[config.mk]
export PLATFORM = sky130hd
export DESIGN_NAME = sim_step_controller
export DESIGN_NICKNAME = d
export VERILOG_FILES = /design/src/rtl/sim_step_controller_pkg.sv /design/src/rtl/sim_prescaler.sv /design/src/rtl/sim_step_controller.sv
export SDC_FILE = /design/constraint.sdc
export NUM_CORES = 1
export LEC_CHECK = 0
export CAP_MARGIN = 40
export CORE_MARGIN = 3
export CORE_UTILIZATION = 52
export CTS_BUF_LIST = sky130_fd_sc_hd__clkbuf_8
export DETAILED_ROUTE_END_ITERATION = 6
export DONT_BUFFER_PORTS = 1
export PLACE_DENSITY = 0.71
export SLEW_MARGIN = 15
export SYNTH_ARGS = -nofsm -noshare
export SYNTH_HDL_FRONTEND = slang
export SYNTH_SLANG_ARGS = --single-unit
[constraint.sdc]
create_clock -name simClock -period 5 [get_ports simClock]
set_clock_uncertainty 0.15 [all_clocks]
set_input_delay 0 -clock simClock [delete_from_list [all_inputs] [get_ports simClock]]
set_output_delay 0 -clock simClock [all_outputs]
set_load 0.02 [all_outputs]
[src/rtl/sim_step_controller_pkg.sv]
// Shared types and default widths for the generation sequencing path.
package sim_step_controller_pkg;

    localparam int unsigned GEN_W_DEF       = 16;
    localparam int unsigned PERIOD_W_DEF    = 24;
    localparam int unsigned LOAD_CYCLES_DEF = 2;

    typedef enum logic [2:0] {
        ST_IDLE,
        ST_LOAD,
        ST_RUN,
        ST_STEP,
        ST_HALT
    } state_t;

    // States in which the controller is actively sequencing.
    function automatic logic is_busy(input state_t s);
        return (s == ST_LOAD) || (s == ST_RUN) || (s == ST_STEP);
    endfunction

endpackage

[src/rtl/sim_prescaler.sv]
// Generation period counter: counts up to max(period,1)-1 and holds there.
module sim_prescaler
    import sim_step_controller_pkg::*;
#(
    parameter int unsigned PERIOD_W = PERIOD_W_DEF
) (
    input  logic                simClock,
    input  logic                reset,
    input  logic                clear,
    input  logic                enable,
    input  logic [PERIOD_W-1:0] period,
    output logic                terminal_c
);

    logic [PERIOD_W-1:0] count;
    logic [PERIOD_W-1:0] last;

    // A period of 0 behaves as a period of 1.
    always_comb begin
        last       = (period == '0) ? '0 : (period - PERIOD_W'(1));
        terminal_c = (count == last);
    end

    // Count register; holds at terminal until the owner clears it.
    always_ff @(posedge simClock) begin
        if (reset || clear) begin
            count <= '0;
        end else if (enable && !terminal_c) begin
            count <= count + PERIOD_W'(1);
        end
    end

endmodule

[src/rtl/sim_step_controller.sv]
// Turns run/step/load commands into paced gen_tick and load_n strobes.
module sim_step_controller
    import sim_step_controller_pkg::*;
#(
    parameter int unsigned PERIOD_W    = PERIOD_W_DEF,
    parameter int unsigned GEN_W       = GEN_W_DEF,
    parameter int unsigned LOAD_CYCLES = LOAD_CYCLES_DEF
) (
    input  logic                simClock,
    input  logic                reset,
    input  logic                run_en,
    input  logic                step_req,
    input  logic                load_req,
    input  logic [PERIOD_W-1:0] period,
    input  logic                limit_en,
    input  logic [GEN_W-1:0]    gen_limit,
    input  logic                array_ready,
    output logic                gen_tick,
    output logic                load_n,
    output logic [GEN_W-1:0]    gen_count,
    output logic                halted,
    output logic                busy
);

    localparam int unsigned LC_W = (LOAD_CYCLES > 1) ? $clog2(LOAD_CYCLES) : 1;

    state_t            state, state_n;
    logic [LC_W-1:0]   load_cnt, load_cnt_n;
    logic [GEN_W-1:0]  gen_count_n, gen_inc;
    logic              gen_tick_n, load_n_n;
    logic              presc_clr, presc_en, presc_term;
    logic              limit_hit;

    sim_prescaler #(
        .PERIOD_W (PERIOD_W)
    ) u_prescaler (
        .simClock   (simClock),
        .reset      (reset),
        .clear      (presc_clr),
        .enable     (presc_en),
        .period     (period),
        .terminal_c (presc_term)
    );

    // Next-state and next-output decode; load_req overrides every state.
    always_comb begin
        state_n     = state;
        load_cnt_n  = load_cnt;
        gen_count_n = gen_count;
        gen_tick_n  = 1'b0;
        load_n_n    = 1'b1;
        presc_clr   = (state != ST_RUN);
        presc_en    = 1'b0;
        gen_inc     = gen_count + GEN_W'(1);
        limit_hit   = limit_en && (gen_inc == gen_limit);

        if (load_req) begin
            state_n     = ST_LOAD;
            load_cnt_n  = LC_W'(LOAD_CYCLES - 1);
            gen_count_n = '0;
            load_n_n    = 1'b0;
            presc_clr   = 1'b1;
        end else begin
            case (state)
                ST_IDLE: begin
                    if (run_en) begin
                        state_n = ST_RUN;
                    end else if (step_req) begin
                        state_n = ST_STEP;
                    end
                end
                ST_LOAD: begin
                    if (load_cnt == '0) begin
                        state_n = ST_IDLE;
                    end else begin
                        load_cnt_n = load_cnt - LC_W'(1);
                        load_n_n   = 1'b0;
                    end
                end
                ST_RUN: begin
                    if (!run_en) begin
                        state_n   = ST_IDLE;
                        presc_clr = 1'b1;
                    end else if (presc_term && array_ready) begin
                        gen_tick_n  = 1'b1;
                        gen_count_n = gen_inc;
                        presc_clr   = 1'b1;
                        if (limit_hit) begin
                            state_n = ST_HALT;
                        end
                    end else begin
                        presc_en = 1'b1;
                    end
                end
                ST_STEP: begin
                    if (array_ready) begin
                        gen_tick_n  = 1'b1;
                        gen_count_n = gen_inc;
                        state_n     = limit_hit ? ST_HALT : ST_IDLE;
                    end
                end
                ST_HALT: begin
                    if (!limit_en) begin
                        state_n = ST_IDLE;
                    end
                end
                default: begin
                    state_n = ST_IDLE;
                end
            endcase
        end
    end

    // State and registered output strobes.
    always_ff @(posedge simClock) begin
        if (reset) begin
            state     <= ST_IDLE;
            load_cnt  <= '0;
            gen_count <= '0;
            gen_tick  <= 1'b0;
            load_n    <= 1'b1;
            halted    <= 1'b0;
            busy      <= 1'b0;
        end else begin
            state     <= state_n;
            load_cnt  <= load_cnt_n;
            gen_count <= gen_count_n;
            gen_tick  <= gen_tick_n;
            load_n    <= load_n_n;
            halted    <= (state_n == ST_HALT);
            busy      <= is_busy(state_n);
        end
    end

endmodule

== Word-level counts from Yosys, hierarchy flattened ==
Cells that the tools add are included.
W data, S select, Z words.

* Bits in latches: 0
* Logic and storage cells: 73
* RAM bits: 0
* Memory bits (read-only): 0
* Bits in registers: 48
* Input bits: 47
* Output and inout port bits: 20
* Memories: 0

* Shift operators: 0
* Muxes and demuxes: 34
* Multipliers: 0
* $lt $le $gt $ge: 0
* Reduce and logical (&&, ||, !) cells: 13
* Equal/unequal tests: 14
* Divide/modulo/power cells: 0
* Bitwise gates (word level): 0
* Add/sub/neg operators: 4

{| class="wikitable"
|+ Operators with widths
! operator !! count
|-
| $mux W16 || 3
|-
| $pmux W16 S2 || 1
|-
| $mux W3 || 10
|-
| $add A24 B1 Y24 const B || 1
|-
| $eq A24 B24 Y1 || 1
|-
| $logic_not A24 Y1 || 1
|-
| $mux W24 || 1
|-
| $sub A24 B1 Y24 const B || 1
|-
| $mux W1 || 17
|-
| $add A16 B1 Y16 const B || 1
|-
| $eq A16 B16 Y1 || 1
|-
| $pmux W3 S5 || 1
|-
| $eq A3 B2 Y1 const B || 4
|-
| $eq A3 B1 Y1 const B || 2
|-
| $eq A3 B3 Y1 const B || 2
|-
| $ne A2 B2 Y1 const B || 3
|-
| $reduce_and A4 Y1 || 1
|-
| $reduce_bool A2 Y1 || 2
|-
| $logic_and A1 B1 Y1 || 3
|-
| $logic_not A3 Y1 || 1
|-
| $logic_or A1 B1 Y1 || 3
|-
| $ne A3 B2 Y1 const B || 1
|-
| $pmux W1 S2 || 1
|-
| $reduce_or A2 Y1 || 1
|-
| other kinds (2) || 2
|}

== Longest topological paths before layout ==
* Depth in word-level cells: 11
* Mapped depth: 15
* Gate-level depth less buffers: 11

== Hierarchy ==
A second synthesis with hierarchy kept.

* Cell total of the unflattened synthesis: 548
* Area, all modules: 4,255.3 µm²

{| class="wikitable"
|+ By module, submodules not included
! module !! times used !! area an instance (µm²) !! sequential area each (µm²) !! cells an instance
|-
| sim_prescaler || 1 || 2,625.0 || 480.5 || 347
|-
| sim_step_controller || 1 || 1,630.3 || 480.5 || 201
|}

== Worst setup path after synthesis ==
Ideal clock, no wire load.

* Path kind: input -> register
* Start: input port period[17]
* End: register gen_count[9]
* Setup time: 0.071 ns
* Required time: 4.779 ns
* Setup slack: 1.715 ns
* Cell stages on the path: 11
* Arrival time: 3.064 ns
* Path buffers: 2
* Cell sequence: or4_1 > or3_1 > buf_2 > or4_4 > a2111oi_4 > a41oi_2 > a221oi_2 > a41oi_1 > clkbuf_2 > or4_1 > a21oi_1

* Longest elaborated chain between the ends: 6
* Elaborated cells between the ends (all ways): 7
* Classes of those cells: add/sub (1); eq/ne (2); mux (1); reduce/logical (3)

{| class="wikitable"
|+ Ends and longest elaborated chain
! what !! line !! source
|-
| start, declared || sim_step_controller.sv:14 || <nowiki>input logic [PERIOD_W-1:0] period,</nowiki>
|-
| $sub A24 B1 Y24 / $logic_not A24 Y1 (equally long branches) || sim_prescaler.sv:20 || <nowiki>last = (period == '0) ? '0 : (period - PERIOD_W'(1));</nowiki>
|-
| $mux W24 * || sim_prescaler.sv:20 ||
|-
| $eq A24 B24 Y1 * || sim_prescaler.sv:21 || <nowiki>terminal_c = (count == last);</nowiki>
|-
| $logic_and A1 B1 Y1 * || sim_step_controller.sv:84 || <nowiki>end else if (presc_term && array_ready) begin</nowiki>
|-
| $ne A2 B2 Y1 (no source line) * || n/a ||
|-
| $reduce_and A4 Y1 (no source line) * || n/a ||
|-
| end signal, assigned || sim_step_controller.sv:127 || <nowiki>gen_count <= gen_count_n;</nowiki>
|-
| end, declared || sim_step_controller.sv:20 || <nowiki>output logic [GEN_W-1:0] gen_count,</nowiki>
|}

Every way passes the cells marked *; elsewhere a longest branch is shown, timed or not.
A chain may end at the register's enable or synchronous reset.

== Final worst setup path ==
* Start: input port period[0]
* End: register u_prescaler.count[10]

* Longest elaborated chain between the ends: 9
* Elaborated cells between the ends (all ways): 16
* Classes of those cells: add/sub (1); eq/ne (1); mux (9); reduce/logical (5)

{| class="wikitable"
|+ Ends and longest elaborated chain
! what !! line !! source
|-
| $sub A24 B1 Y24 / $logic_not A24 Y1 (equally long branches) || sim_prescaler.sv:20 ||
|-
| $mux W24 * || sim_prescaler.sv:20 ||
|-
| $eq A24 B24 Y1 * || sim_prescaler.sv:21 ||
|-
| $logic_and A1 B1 Y1 || sim_step_controller.sv:84 ||
|-
| $mux W1 || sim_step_controller.sv:84 ||
|-
| $mux W1 || sim_step_controller.sv:81 || <nowiki>if (!run_en) begin</nowiki>
|-
| $mux W1 || sim_step_controller.sv:64 || <nowiki>case (state)</nowiki>
|-
| $mux W1 || sim_step_controller.sv:57 || <nowiki>if (load_req) begin</nowiki>
|-
| $logic_and A1 B1 Y1 / $logic_or A1 B1 Y1 (equally long branches) || sim_prescaler.sv:28, sim_prescaler.sv:26 ||
|-
| end signal, assigned || sim_prescaler.sv:29 || <nowiki>count <= count + PERIOD_W'(1);</nowiki>
|-
| end, declared || sim_prescaler.sv:15 || <nowiki>logic [PERIOD_W-1:0] count;</nowiki>
|}

Marks and branches as above.

==> metrics.md <==
| Metric | Value |
|---|---|
| Outcome | complete, no violations |
| Combinational Power Share | 0.133 |
| Multi-input gate area | roughly 0.0031 sq mm |
| CP Capture Type | register |
| Fin crit share | 0.773 |
| Crit path DAT | a little under 4 ns |
| Fill count | 770 |
| Top cells by count, synth | 48 x dfxtp_1, 47 x a21oi_1, 34 x o31ai_1, 34 x or4_1 |
| Tmin final | roughly 3.9 ns |
| Vias in the first global route | a little under 4k |
| Worst Setup SP | period[0] |
| R2R Path End | u_prescaler.count[23] |
| NetSw | a little under 0.0002 W |
| Initial Util | 0.549 |
| CP Launch Type | primary input |
| Pleak | ~1.3 nW |
| Die height | 97.2 um |
| #FFs+latches synth | 48 |
| Worst path cell trace | inv_1, ha_1, or3b_2, nor3_1, nand3_1, a211oi_1, a2bb2oi_1, and4_1, nand4_1, o21ai_1, buf_4, a21oi_1 |
| First-pass GRT wire length | 18,800 um |
| Cell area after synthesis | roughly 0.0043 sq mm |
| Async SR Flop Fraction | 0 |
| Clk pwr share | 0.341 |
| DRC Markers | 0 |
| Cells on worst reg2reg path | 6 |
| CP Depth | 12 |
| Register clock-pin slew on the reported worst setup and hold paths | ~0.1 ns |
| Worst Path Required | a little over 5 ns |
| Clk sink count | 48 |
| Worst path slowest cell | o21ai_1 |
| Top-area cell type share of the netlist area | 0.222 |
| Initial antenna violation count | 0 |
| Post-Syn Instances | 560 |
| Power per cell area | 164 mW/mm^2 |
| Total GRT Usage | 0.232 |
| Critical path peak fanout | 14 |
| Antenna Nets Post-Route | 0 |
| M1 WL | ~5200 um |
| Latest clock arrival within the worst-skew pair | between 0.3 and 0.4 ns |
| Number of distinct library cells after synthesis | between 70 and 80 |
| Clock Tree Buf Depth | 2 |
| Antenna cells | 0 |
| Top-Level Pins | 67 |
| Max_slew headroom | 0.486 |
| H-tree level count | 2 |
| Layout cells sized above 1 | 0.0669 |
| Top routing layer in use | met4 |
| Initial DRC Count | 252 |
| CP peak stage delay | roughly 0.7 ns |
| Hold WC Path Type | primary input to register |
| Syn avg cell area | 7.73 sq um |
| CP top delay family | simple AND/OR/NAND/NOR gates |
| Ys Warns | 0 |
| Int Pwr | ~0.00054 W |
| Most numerous cell in the Yosys netlist | dfxtp_1 |
| Die Wd | a little under 100 um |
| RSZ-0062 raised after global routing | false |
| Core Area | about 0.0079 sq mm |
| Port bufs | 0 |
| Hold Fails Final Rpt | 0 |
| Seq/Total Area, Yosys | 0.222 |
| Final wirelength | between 10,000 and 15,000 um |
| CTS tree | built |
| Vias | 4,386 |
| Global route overflow | 0 |
| Sequential Power Share | 0.526 |
| Pins over their slew limit | 0 |
| Die footprint | 0.00945 sq mm |
| Syn nets | 610 |
| Maxcap violations | 0 |
| Vias per cell | between 6 and 7 |
| Setup_tns | 0 ns |
| Nets | just under 600 |
| Total CTS buffers | 5 |
| End of the critical path | u_prescaler.count[10] |
| Pre-Repair DR Iteration Count | 5 |
| Switch share | 0.265 |
| Critical path buffer and inverter count | 2 |
| Placer Congestion | around 0.9 |
| Most area-hungry cell type in the Yosys netlist | dfxtp_1 |
| Setup-failing EPs final | 0 |
| Wire length on met3 | around 680 um |
| Register area | 961 sq um |
| Fin util | 0.571 |
| Root Driver | clkbuf_8 |
| Reg2Reg Setup Slack | 1.64 ns |
| Metal2 WL | ~5400 um |
| Largest net degree at the start of global routing | 46 |
| Post-DP HPWL | around 8500 um |
| Area Growth Syn to Fin | 4.16% |
| Max IR drop VDD | ~0.14 mV |
| Highest clock rate | between 200 and 300 MHz |
| Rows | 32 |
| WL/cell | about 18 um |
| Synth top area cells | dfxtp_1 22%, o31ai_1 5.9%, or4_1 5.9% |
| Critical path class | primary input to register |
| Worst-Margin Slew | between 0.7 and 0.8 ns |
| Number of flops mapped to enable cells by yosys | 0 |
| RR Startpoint | state[1] |
| Top_reg_cell synth | dfxtp_1 |
==> through the flow <==
stage	total power (W)	std cells	cell area, sq um	setup WS [ns]	hold WS, ns
after detailed placement	0.000490	625	4340	0.869	-0.0732
after floorplan	0.000480	560	4330	1.72	-0.0809
after global routing	0.000771	640	4510	0.826	0.0209
after global placement	0.000486	623	4310	0.905	-0.0770
final	0.000741	640	4510	1.14	0.0100
after CTS	0.000744	640	4510	1.19	0.00586
==> power by group through the flow <==
stage	logic, W	clock network [W]	registers [W]
6_report	0.0000985	0.000253	0.000390
5_1_grt	0.000108	0.000272	0.000391
3_5_place_dp	0.0000911	0	0.000399
2_1_floorplan	0.0000831	0	0.000397
3_3_place_gp	0.0000875	0	0.000399
4_1_cts	0.0000972	0.000257	0.000390
==> worst register-to-register path: stages (launching register included) <==
cell and delay (ns):
dfxtp_1 0.42, inv_1 0.11, or4_1 0.54, nor2_1 0.48, nand4_1 0.72, or4_1 0.71, a21oi_1 0.16
==> cell usage in the layout (no fill, tap or decap), types with 7 or more instances in the layout <==
master         netlist  layout
dfxtp_1             48      48
a21oi_1             47      47
or4_1               34      34
o31ai_1             34      34
nand2_1             33      33
nor2_1              30      30
xnor2_1             29      29
nand3_1             23      23
o21ai_0             23      23
nand4_1             19      19
or3_1               19      19
nor3_1              17      17
inv_1               15      15
nor4_1              14      14
xor2_1              12      12
or2_2                7       7
dlygate4sd3_1        0       7
==> kinds of logic (layout without fill, tap and decap cells) <==
group / count (synthesis) / in the layout / synth area share
simple gates: 235 / 235 / 0.317
flops: 48 / 48 / 0.222
mux: 4 / 4 / 0.00954
compound gates: 166 / 166 / 0.276
buf+inv: 57 / 35 / 0.0523
xor+xnor: 47 / 47 / 0.114
fa+ha+maj: 3 / 3 / 0.00868
==> flip-flops by register name (all words and copies together) (netlist names) <==
signal             count
load_cnt               1
load_n                 1
u_prescaler.count     24
busy                   1
halted                 1
state                  3
gen_count             16
gen_tick               1
==> area by class of cell <==
class,count,share of cell area
Clock inverter,2,0.00305
Tap cell,102,0.0283
Timing Repair Buffer,12,0.0264
Inverter,15,0.0125
Multi-Input combinational cell,455,0.698
Sequential cell,48,0.213
Clock buffer,6,0.0183
==> what timing repair did <==
item	CTS	global route
hold buffers	7	0
hold endpoints to repair	11	0
resized for setup	0	0
setup buffers	0	0
==> worst min path at each step <==
stage	from	end	depth (start not counted)
2_1_floorplan	reset	busy	1
3_3_place_gp	reset	load_cnt	1
3_5_place_dp	reset	busy	1
4_1_cts	reset	gen_count[8]	2
5_1_grt	reset	gen_count[7]	2
6_report	reset	gen_count[14]	2
==> layer usage <==
metal	global-route usage	vias up
met2	0.372	140
met3	0.0287	11
met1	0.333	2101
met4	0.0543	0
li1	-	2134
met5	0	-
No activity file was read; power rests on OpenSTA's default activity.
